$ cat config.mk
export PLATFORM = sky130hd
export DESIGN_NAME = icache_direct
export DESIGN_NICKNAME = d
export VERILOG_FILES = /design/src/rtl/icache_direct.sv
export SDC_FILE = /design/constraint.sdc
export NUM_CORES = 1
export LEC_CHECK = 0
export BUFFER_PORTS_ARGS = -buffer_cell sky130_fd_sc_hd__buf_2
export CORE_MARGIN = 2
export CORE_UTILIZATION = 50
export DETAILED_ROUTE_END_ITERATION = 16
export PLACE_DENSITY = 0.72
export SETUP_SLACK_MARGIN = 0.2
export SYNTH_ARGS = -nofsm -noshare
export SYNTH_HDL_FRONTEND = slang
export SYNTH_SLANG_ARGS = --single-unit
$ cat constraint.sdc
create_clock -name CLK -period 10.69 [get_ports CLK]
set_input_delay 2.138 -clock CLK [delete_from_list [all_inputs] [get_ports CLK]]
set_output_delay 2.138 -clock CLK [all_outputs]
set_load 0.01 [all_outputs]
$ cat src/rtl/icache_direct.sv
// icache_direct: direct-mapped, read-only instruction cache between the fetch
// port and the memory controller. Hits are combinational. A miss fetches one
// word over iREN/iwait and fills the frame; the hit is then served from the array.
// Latency: hit 0 cycles; miss 1 (detect) + N (memory) + 1 (hit from array).
// Backpressure: one miss at a time; the fill always completes once started, and
//   iwait=1 holds the FILL state.
// Ports: CLK, RST (sync, active-high); imemREN/imemaddr -> ihit/imemload (fetch
//   side); iREN/iaddr -> iwait/iload (memory side).
// Build option: ICACHE_STATS_EN adds the hit_count/miss_count outputs.
module icache_direct #(
  parameter int  SETS  = 16,
  localparam int IDX_W = $clog2(SETS),
  localparam int TAG_W = 30 - IDX_W
) (
  input  logic        CLK,
  input  logic        RST,
  input  logic        imemREN,
  input  logic [31:0] imemaddr,
  output logic        ihit,
  output logic [31:0] imemload,
  output logic        iREN,
  output logic [31:0] iaddr,
  input  logic        iwait,
  input  logic [31:0] iload
`ifdef ICACHE_STATS_EN
  ,
  output logic [31:0] hit_count,
  output logic [31:0] miss_count
`endif
);

  typedef enum logic {IDLE, FILL} state_t;

  state_t             state_q, state_d;
  logic [31:0]        miss_addr_q, miss_addr_d;
  logic [SETS-1:0]    valid_q;
  logic [TAG_W-1:0]   tag_q  [SETS];
  logic [31:0]        data_q [SETS];

  logic [IDX_W-1:0]   req_idx;
  logic [TAG_W-1:0]   req_tag;
  logic [IDX_W-1:0]   miss_idx;
  logic [TAG_W-1:0]   miss_tag;
  logic               hit;
  logic               fill_we;

  assign req_idx  = imemaddr[IDX_W+1:2];
  assign req_tag  = imemaddr[31:IDX_W+2];
  assign miss_idx = miss_addr_q[IDX_W+1:2];
  assign miss_tag = miss_addr_q[31:IDX_W+2];

  assign hit      = imemREN & valid_q[req_idx] & (tag_q[req_idx] == req_tag);
  assign imemload = data_q[req_idx];
  // The miss address register is zero after reset, so iaddr reads 0 then.
  assign iaddr    = miss_addr_q;

  always_comb begin
    state_d     = state_q;
    miss_addr_d = miss_addr_q;
    ihit        = 1'b0;
    iREN        = 1'b0;
    fill_we     = 1'b0;
    case (state_q)
      IDLE: begin
        ihit = hit;
        if (imemREN && !hit) begin
          miss_addr_d = imemaddr;
          state_d     = FILL;
        end
      end
      FILL: begin
        iREN = 1'b1;
        // The fill is never aborted: the requester's inputs are ignored here.
        if (!iwait) begin
          fill_we = 1'b1;
          state_d = IDLE;
        end
      end
      default: state_d = IDLE;
    endcase
  end

  always_ff @(posedge CLK) begin
    if (RST) begin
      state_q     <= IDLE;
      miss_addr_q <= '0;
      valid_q     <= '0;
    end else begin
      state_q     <= state_d;
      miss_addr_q <= miss_addr_d;
      if (fill_we) valid_q[miss_idx] <= 1'b1;
    end
  end

  // Tag/data arrays are not reset; a fill that coincides with reset is dropped.
  always_ff @(posedge CLK) begin
    if (!RST && fill_we) begin
      tag_q[miss_idx]  <= miss_tag;
      data_q[miss_idx] <= iload;
    end
  end

`ifdef ICACHE_STATS_EN
  logic [31:0] hit_count_q, miss_count_q;

  always_ff @(posedge CLK) begin
    if (RST) begin
      hit_count_q  <= '0;
      miss_count_q <= '0;
    end else begin
      if (state_q == IDLE && ihit)                hit_count_q  <= hit_count_q + 32'd1;
      if (state_q == IDLE && state_d == FILL)     miss_count_q <= miss_count_q + 32'd1;
    end
  end

  assign hit_count  = hit_count_q;
  assign miss_count = miss_count_q;
`endif

endmodule

==> insert_results.sql, run 1 <==
INSERT INTO impl_metrics (metric_group, metric, value, unit) VALUES
('status', 'status', 'complete, no violations', ''),
('sta', 'pin_slew_with_the_least_headroom_to_its_limit', '1.25', 'ns'),
('synthesis', 'synthTopCellsByArea', 'sky130_fd_sc_hd__edfxtp_1, sky130_fd_sc_hd__mux4_2, sky130_fd_sc_hd__dfxtp_1, sky130_fd_sc_hd__mux2i_1, sky130_fd_sc_hd__a32oi_1', ''),
('sta', 'timing.final.hold_violations', '0', ''),
('floorplan', 'die_height', '281', 'microns'),
('clocking', 'total_number_of_clock_tree_sinks', '977', ''),
('synthesis', 'asyncSetResetFlopFracSynth', '0', ''),
('grt', 'via_count_of_the_first_global_routing_pass', '19860', ''),
('synthesis', 'yosysWarningCount', '0', ''),
('grt', 'globalRouteOverflowTotal', '0', ''),
('sta', 'finalWorstSetupSlack', '2.23', 'ns'),
('power', 'seqPwrFrac', '0.553', ''),
('synthesis', 'syn-cell-area', '0.0383', 'sq mm'),
('clocking', 'cts_inserted_buffers', '89', ''),
('hold_path', 'holdCritPathClass', 'register to register', ''),
('power', 'design_power_total', '7.79', 'mW'),
('power', 'vdd.ir_drop.worst', '103', 'uV'),
('floorplan', 'floorplan.io_pins', '134', ''),
('synthesis', 'synth_nets', '1854', ''),
('clocking', 'clock_path_buffers', '3', ''),
('worst_setup_path', 'setup.worst_path.start_class', 'input port', ''),
('floorplan', 'floorplan.initialDensity', '0.505', ''),
('clocking', 'h-tree-depth', '3', ''),
('sta', 'final-setup-viol-count', '0', ''),
('sta', 'final_period_utilization', '0.791', ''),
('routing', 'final_antenna_net_count', '0', ''),
('worst_setup_path', 'cp-endpoint', 'ihit', ''),
('synthesis', 'primary_ff_master_synth', 'sky130_fd_sc_hd__edfxtp_1', ''),
('cells_and_area', 'layout_common_cells', 'sky130_fd_sc_hd__edfxtp_1, sky130_fd_sc_hd__mux4_2, sky130_fd_sc_hd__buf_2', ''),
('routing', 'route.detailed.wl_per_inst', '29.1', 'microns'),
('power', 'internal_dissipation', '6.15', 'mW'),
('clocking', 'cts.clk_slew.worst_paths', '0.06', 'ns'),
('cells_and_area', 'nFillCells', '5457', ''),
('floorplan', 'die_width', '281', 'microns'),
('worst_setup_path', 'timing.critical_path.to_type', 'primary output', ''),
('synthesis', 'yosys.area.top_type_share', '0.727', ''),
('clocking', 'worstSkewPairLatency', '0.65', 'ns'),
('run', 'max_cap_violations', '0', ''),
('sta', 'grt_setup_unrepaired', 'no', ''),
('floorplan', 'cell_row_count', '101', ''),
('clocking', 'cts-root-buf', 'sky130_fd_sc_hd__clkbuf_16', ''),
('synthesis', 'post_synth_num_cell_types', '56', ''),
('power', 'leakagePower', '13.8', 'nW'),
('sta', 'max-slew-margin-rel', '0.163', ''),
('routing', 'via_per_inst', '6.27', ''),
('placed_design', 'port_buffers', '133', ''),
('placed_design', 'preCtsSetupSlack', '2.24', 'ns'),
('cells_and_area', 'area_delta_synth_final', '12.1', '%'),
('worst_setup_path', 'r2r-end', 'data_q[12][5]', ''),
('routing', 'dr.pass1.iters', '5', ''),
('power', 'power_density', '181', 'mW/mm^2'),
('synthesis', 'area_leader_netlist', 'sky130_fd_sc_hd__edfxtp_1', ''),
('sta', 'layout_min_cycle_time', '8.46', 'ns'),
('floorplan', 'die_area', '0.0789', 'sq mm'),
('clocking', 'post-cts-setup-buffer-count', '0', ''),
('cells_and_area', 'mostFrequentLayoutCell', 'sky130_fd_sc_hd__edfxtp_1', ''),
('worst_setup_path', 'cp.required', '8.55', 'ns'),
('clocking', 'postCtsHoldBufs', '0', ''),
('cells_and_area', 'fin_nets', '2004', ''),
('routing', 'route.final.wire_length', '88500', 'microns'),
('clocking', 'cts_tree', 'built', ''),
('worst_setup_path', 'signal_arrival_time_at_the_worst_endpoint', '6.32', 'ns'),
('synthesis', 'synthCells', '1786', ''),
('sta', 'setup_skew_after_layout', '0.0236', 'ns'),
('worst_setup_path', 'crit_path_start', 'imemaddr[3]', ''),
('synthesis', 'synth_sequential_area_ratio', '0.752', ''),
('cells_and_area', 'layout.core_utilization', '0.566', ''),
('floorplan', 'core_area', '0.0759', 'sq mm'),
('grt', 'grt_antenna_before_repair', '5', ''),
('power', 'net_sw_power', '1.64', 'mW'),
('cells_and_area', 'drive_above_1_share', '0.299', '');
## metal layers
layer	wire length (microns)	track usage	share of wire
met5	39	0	0.00044
met3	7430	0.0437	0.084
met2	45500	0.384	0.51
met4	1740	0.0666	0.020
met1	33800	0.304	0.38
## metrics by stage
| stage | cells | cell area, sq um |
|---|---|---|
| floorplan | 1786 | 38300 |
| global placement | 2875 | 40200 |
| detailed placement | 2875 | 40200 |
| CTS | 3040 | 43000 |
| global route | 3041 | 43000 |
| finish | 3041 | 43000 |
## sequential cells by signal, indices dropped and copies added (netlist names)
| register | cells |
|---|---|
| data_q | 512 |
| iaddr | 32 |
| state_q | 1 |
| tag_q | 416 |
| valid_q | 16 |
## kinds of logic (layout without fill, tap and decap cells)
logic type	count (synthesis)	in the layout	synth area share
and+or+nand+nor	262	262	0.0397
muxes	305	305	0.166
xor gates and xnor gates	29	29	0.00663
buffers and inverters	118	342	0.0163
other	0	1	0
DFF	977	977	0.752
AOI/OAI and AO/OA	95	95	0.0195
## power groups by stage
| stage | registers [mW] | clock network, mW | logic [mW] |
|---|---|---|---|
| floorplan | 4.37 | 0 | 0.254 |
| detailed placement | 4.39 | 0 | 0.406 |
| finish | 4.31 | 3.08 | 0.403 |
| CTS | 4.30 | 3.12 | 0.408 |
| global placement | 4.38 | 0 | 0.396 |
| global route | 4.31 | 3.27 | 0.432 |
## synthesized netlist by cell type (all sizes together), types with 6 or more instances
cell type and count:
or3 9, mux2i 38, mux4 263, nor2 28, o21ai 9, nand3 43, nand4 40, xnor2 26
nor3 17, a21o 16, buf 64, dfxtp 49, nor4b 6, edfxtp 928, nor2b 7, nor3b 27
inv 7, nand2b 40, clkbuf 47, a22oi 6, nand2 26, a32oi 32
## worst min-delay path by stage
stage,to,startpoint,slack (ns),depth (start not counted)
2_1_floorplan,valid_q[10],valid_q[10],0.42,1
3_3_place_gp,valid_q[4],valid_q[4],0.43,1
3_5_place_dp,valid_q[15],valid_q[15],0.44,1
4_1_cts,valid_q[15],valid_q[15],0.45,1
5_1_grt,valid_q[2],valid_q[2],0.47,1
6_report,valid_q[12],valid_q[12],0.45,1
## critical path, cell delays in order
cell and delay (ns):
sky130_fd_sc_hd__buf_8 0.58, sky130_fd_sc_hd__buf_4 0.91, sky130_fd_sc_hd__mux4_2 0.43, sky130_fd_sc_hd__or2_2 0.29
sky130_fd_sc_hd__a21oi_1 0.19, sky130_fd_sc_hd__o21a_1 0.15, sky130_fd_sc_hd__o2111ai_1 0.16, sky130_fd_sc_hd__or3_1 0.48
sky130_fd_sc_hd__nor4_1 0.57, sky130_fd_sc_hd__buf_2 0.26
## area by class of cell
class,instances,area (sq um),share of cell area
flip-flops and latches,977,28800,0.671
multi-input cells,691,8990,0.209
clock buffers,112,2350,0.0548
well taps,1030,1290,0.0300
repair buffers,170,1010,0.0234
clock inverters,53,447,0.0104
inverters,7,27.5,0.000641
diodes,1,2.50,0.0000582
Note: power is estimated with default switching activity, not from simulation.
==> run 2, diff against run 1 <==
--- a/config.mk
+++ b/config.mk
@@ -9,7 +9,7 @@
 export CORE_MARGIN = 2
 export CORE_UTILIZATION = 50
 export DETAILED_ROUTE_END_ITERATION = 16
-export PLACE_DENSITY = 0.72
+export PLACE_DENSITY = 0.75
 export SETUP_SLACK_MARGIN = 0.2
 export SYNTH_ARGS = -nofsm -noshare
 export SYNTH_HDL_FRONTEND = slang
==> constraint.sdc (replaced) <==
create_clock -name CLK -period 6.99 [get_ports CLK]
set_input_delay 1.398 -clock CLK [delete_from_list [all_inputs] [get_ports CLK]]
set_output_delay 1.398 -clock CLK [all_outputs]
set_load 0.01 [all_outputs]
==> insert_results.sql, run 2 (same netlist as run 1, synthesis figures left out) <==
INSERT INTO impl_metrics (metric_group, metric, value, unit) VALUES
('grt', 'grt_max_degree', '93', ''),
('routing', 'via_count', '19010', ''),
('cells_and_area', 'mostFrequentLayoutCell', 'sky130_fd_sc_hd__edfxtp_1', ''),
('power', 'vdd.ir_drop.worst', '157', 'uV'),
('grt', 'global_route_wire_length_before_repair', '130000', 'microns'),
('cells_and_area', 'drive_above_1_share', '0.304', ''),
('sta', 'setup_skew_after_layout', '0.0144', 'ns'),
('clocking', 'cts.clk_slew.worst_paths', '0.06', 'ns'),
('sta', 'timing.final.hold_violations', '0', ''),
('floorplan', 'die_height', '281', 'microns'),
('grt', 'grt_use_total', '0.228', ''),
('clocking', 'worstSkewPairLatency', '0.64', 'ns'),
('floorplan', 'cell_row_count', '101', ''),
('routing', 'dr.pass1.iters', '5', ''),
('worst_setup_path', 'family_with_the_most_delay_on_the_worst_path', 'multiplexers', ''),
('run', 'max_cap_violations', '0', ''),
('sta', 'pin_slew_with_the_least_headroom_to_its_limit', '1.02', 'ns'),
('cells_and_area', 'layout_common_cells', 'sky130_fd_sc_hd__edfxtp_1, sky130_fd_sc_hd__mux4_2, sky130_fd_sc_hd__buf_2', ''),
('worst_setup_path', 'critical_path.max_fanout', '48', ''),
('worst_setup_path', 'setup.worst_path.start_class', 'input port', ''),
('floorplan', 'die_area', '0.0789', 'sq mm'),
('grt', 'via_count_of_the_first_global_routing_pass', '19409', ''),
('worst_setup_path', 'crit_type', 'input port to primary output', ''),
('placed_design', 'place_area', '0.0404', 'sq mm'),
('power', 'clockPowerShare', '0.394', ''),
('sta', 'tns', '0', 'ns'),
('cells_and_area', 'regMostFlops', 'data_q', ''),
('worst_setup_path', 'cp.required', '5.59', 'ns'),
('power', 'seqPwrFrac', '0.554', ''),
('worst_setup_path', 'slowest_stage', 'sky130_fd_sc_hd__buf_4', ''),
('routing', 'drtIter0Drc', '2229', ''),
('clocking', 'h-tree-depth', '3', ''),
('worst_setup_path', 'timing.critical_path.to_type', 'primary output', ''),
('clocking', 'cts_resized', '0', ''),
('grt', 'globalRouteOverflowTotal', '0', ''),
('clocking', 'post-cts-setup-buffer-count', '0', ''),
('sta', 'final_period_utilization', '0.892', ''),
('cells_and_area', 'area_delta_synth_final', '12.7', '%'),
('routing', 'final_antenna_net_count', '0', ''),
('clocking', 'cts-root-buf', 'sky130_fd_sc_hd__clkbuf_16', ''),
('clocking', 'postCtsHoldBufs', '0', ''),
('floorplan', 'core_area', '0.0759', 'sq mm'),
('hold_path', 'holdCritPathClass', 'register to register', ''),
('clocking', 'clock_path_buffers', '3', ''),
('power', 'swShare', '0.214', ''),
('worst_setup_path', 'cp_cell_sequence', 'buf_4 -> mux4_2 -> mux2i_1 -> mux2_2 -> a2111oi_0 -> o2111ai_1 -> nor2_1 -> o21ai_0 -> nor4_1 -> buf_2', ''),
('status', 'status', 'complete, no violations', ''),
('routing', 'post-route-drc-count', '0', ''),
('clocking', 'cts_tree', 'built', ''),
('power', 'net_sw_power', '2.55', 'mW'),
('routing', 'route.detailed.wl_per_inst', '29.2', 'microns'),
('sta', 'fmax', '160', 'MHz'),
('floorplan', 'floorplan.initialDensity', '0.505', ''),
('power', 'leakagePower', '13.9', 'nW'),
('placed_design', 'post-dp-hpwl', '47200', 'microns'),
('routing', 'via_per_inst', '6.22', ''),
('clocking', 'cts_inserted_buffers', '91', ''),
('clocking', 'total_number_of_clock_tree_sinks', '977', ''),
('worst_setup_path', 'reg2reg_setup_slack', '3.77', 'ns'),
('placed_design', 'routabilityCongestion', '0.791', ''),
('sta', 'finalMaxSlewViolations', '0', ''),
('worst_setup_path', 'critPathMaxStageDelay', '0.61', 'ns'),
('cells_and_area', 'largest_register_ffs', '512', ''),
('grt', 'grt_antenna_before_repair', '4', ''),
('routing', 'route.final.wire_length', '89100', 'microns'),
('power', 'power.share.combinational', '0.052', ''),
('sta', 'max-slew-margin-rel', '0.317', ''),
('power', 'power_density', '276', 'mW/mm^2'),
('floorplan', 'floorplan.io_pins', '134', ''),
('power', 'internal_dissipation', '9.35', 'mW'),
('worst_setup_path', 'signal_arrival_time_at_the_worst_endpoint', '4.84', 'ns'),
('sta', 'final-setup-viol-count', '0', ''),
('cells_and_area', 'postLayoutCellArea', '0.0432', 'sq mm'),
('sta', 'grt_setup_unrepaired', 'no', ''),
('sta', 'layout_min_cycle_time', '6.24', 'ns'),
('cells_and_area', 'fin_nets', '2022', ''),
('floorplan', 'die_width', '281', 'microns'),
('placed_design', 'port_buffers', '133', ''),
('worst_setup_path', 'worstPathBufferInverterCount', '2', '');
-- run 2: routing by layer --
layer	track usage	part of all wire
met1	0.297	0.37
met2	0.391	0.52
met3	0.0390	0.073
met4	0.0776	0.029
met5	0	0.00028
-- run 2: metrics by stage --
stage	cells	utilization	setup WS, ns	total power, mW	hold slack [ns]
after CTS	3054	0.569	0.849	12.0	0.450
after detailed placement	2891	0.532	0.855	7.34	0.436
after global placement	2891	0.532	0.719	7.31	0.428
after global routing	3055	0.569	0.557	12.2	0.466
final	3056	0.569	0.753	11.9	0.451
after floorplan	1786	-	0.380	7.07	0.421
-- run 2: cell type report --
cell class | instances | area, sq um
flip-flops and latches | 977 | 28800
multi-input cells | 691 | 8990
fillers | 5400 | 32800
diodes | 2 | 5.00
clock buffers | 102 | 2340
clock inverters | 61 | 463
well taps | 1030 | 1290
inverters | 7 | 27.5
repair buffers | 186 | 1220
-- run 2: path summary, 6_finish.rpt --
path	from	end	depth (start not counted)
setup reg to reg	tag_q[12][10]	state_q	9
setup / recovery	imemaddr[4]	ihit	10
hold / removal	valid_q[1]	valid_q[1]	1
hold reg to reg	valid_q[1]	valid_q[1]	1
-- run 2: power groups by stage --
stage                     sequential, mW  combinational, mW  clock [mW]
after floorplan                     6.68              0.389           0
after global placement              6.70              0.610           0
after detailed placement            6.71              0.625           0
after CTS                           6.59              0.629        4.75
after global routing                6.60              0.664        4.97
final                               6.59              0.623        4.69
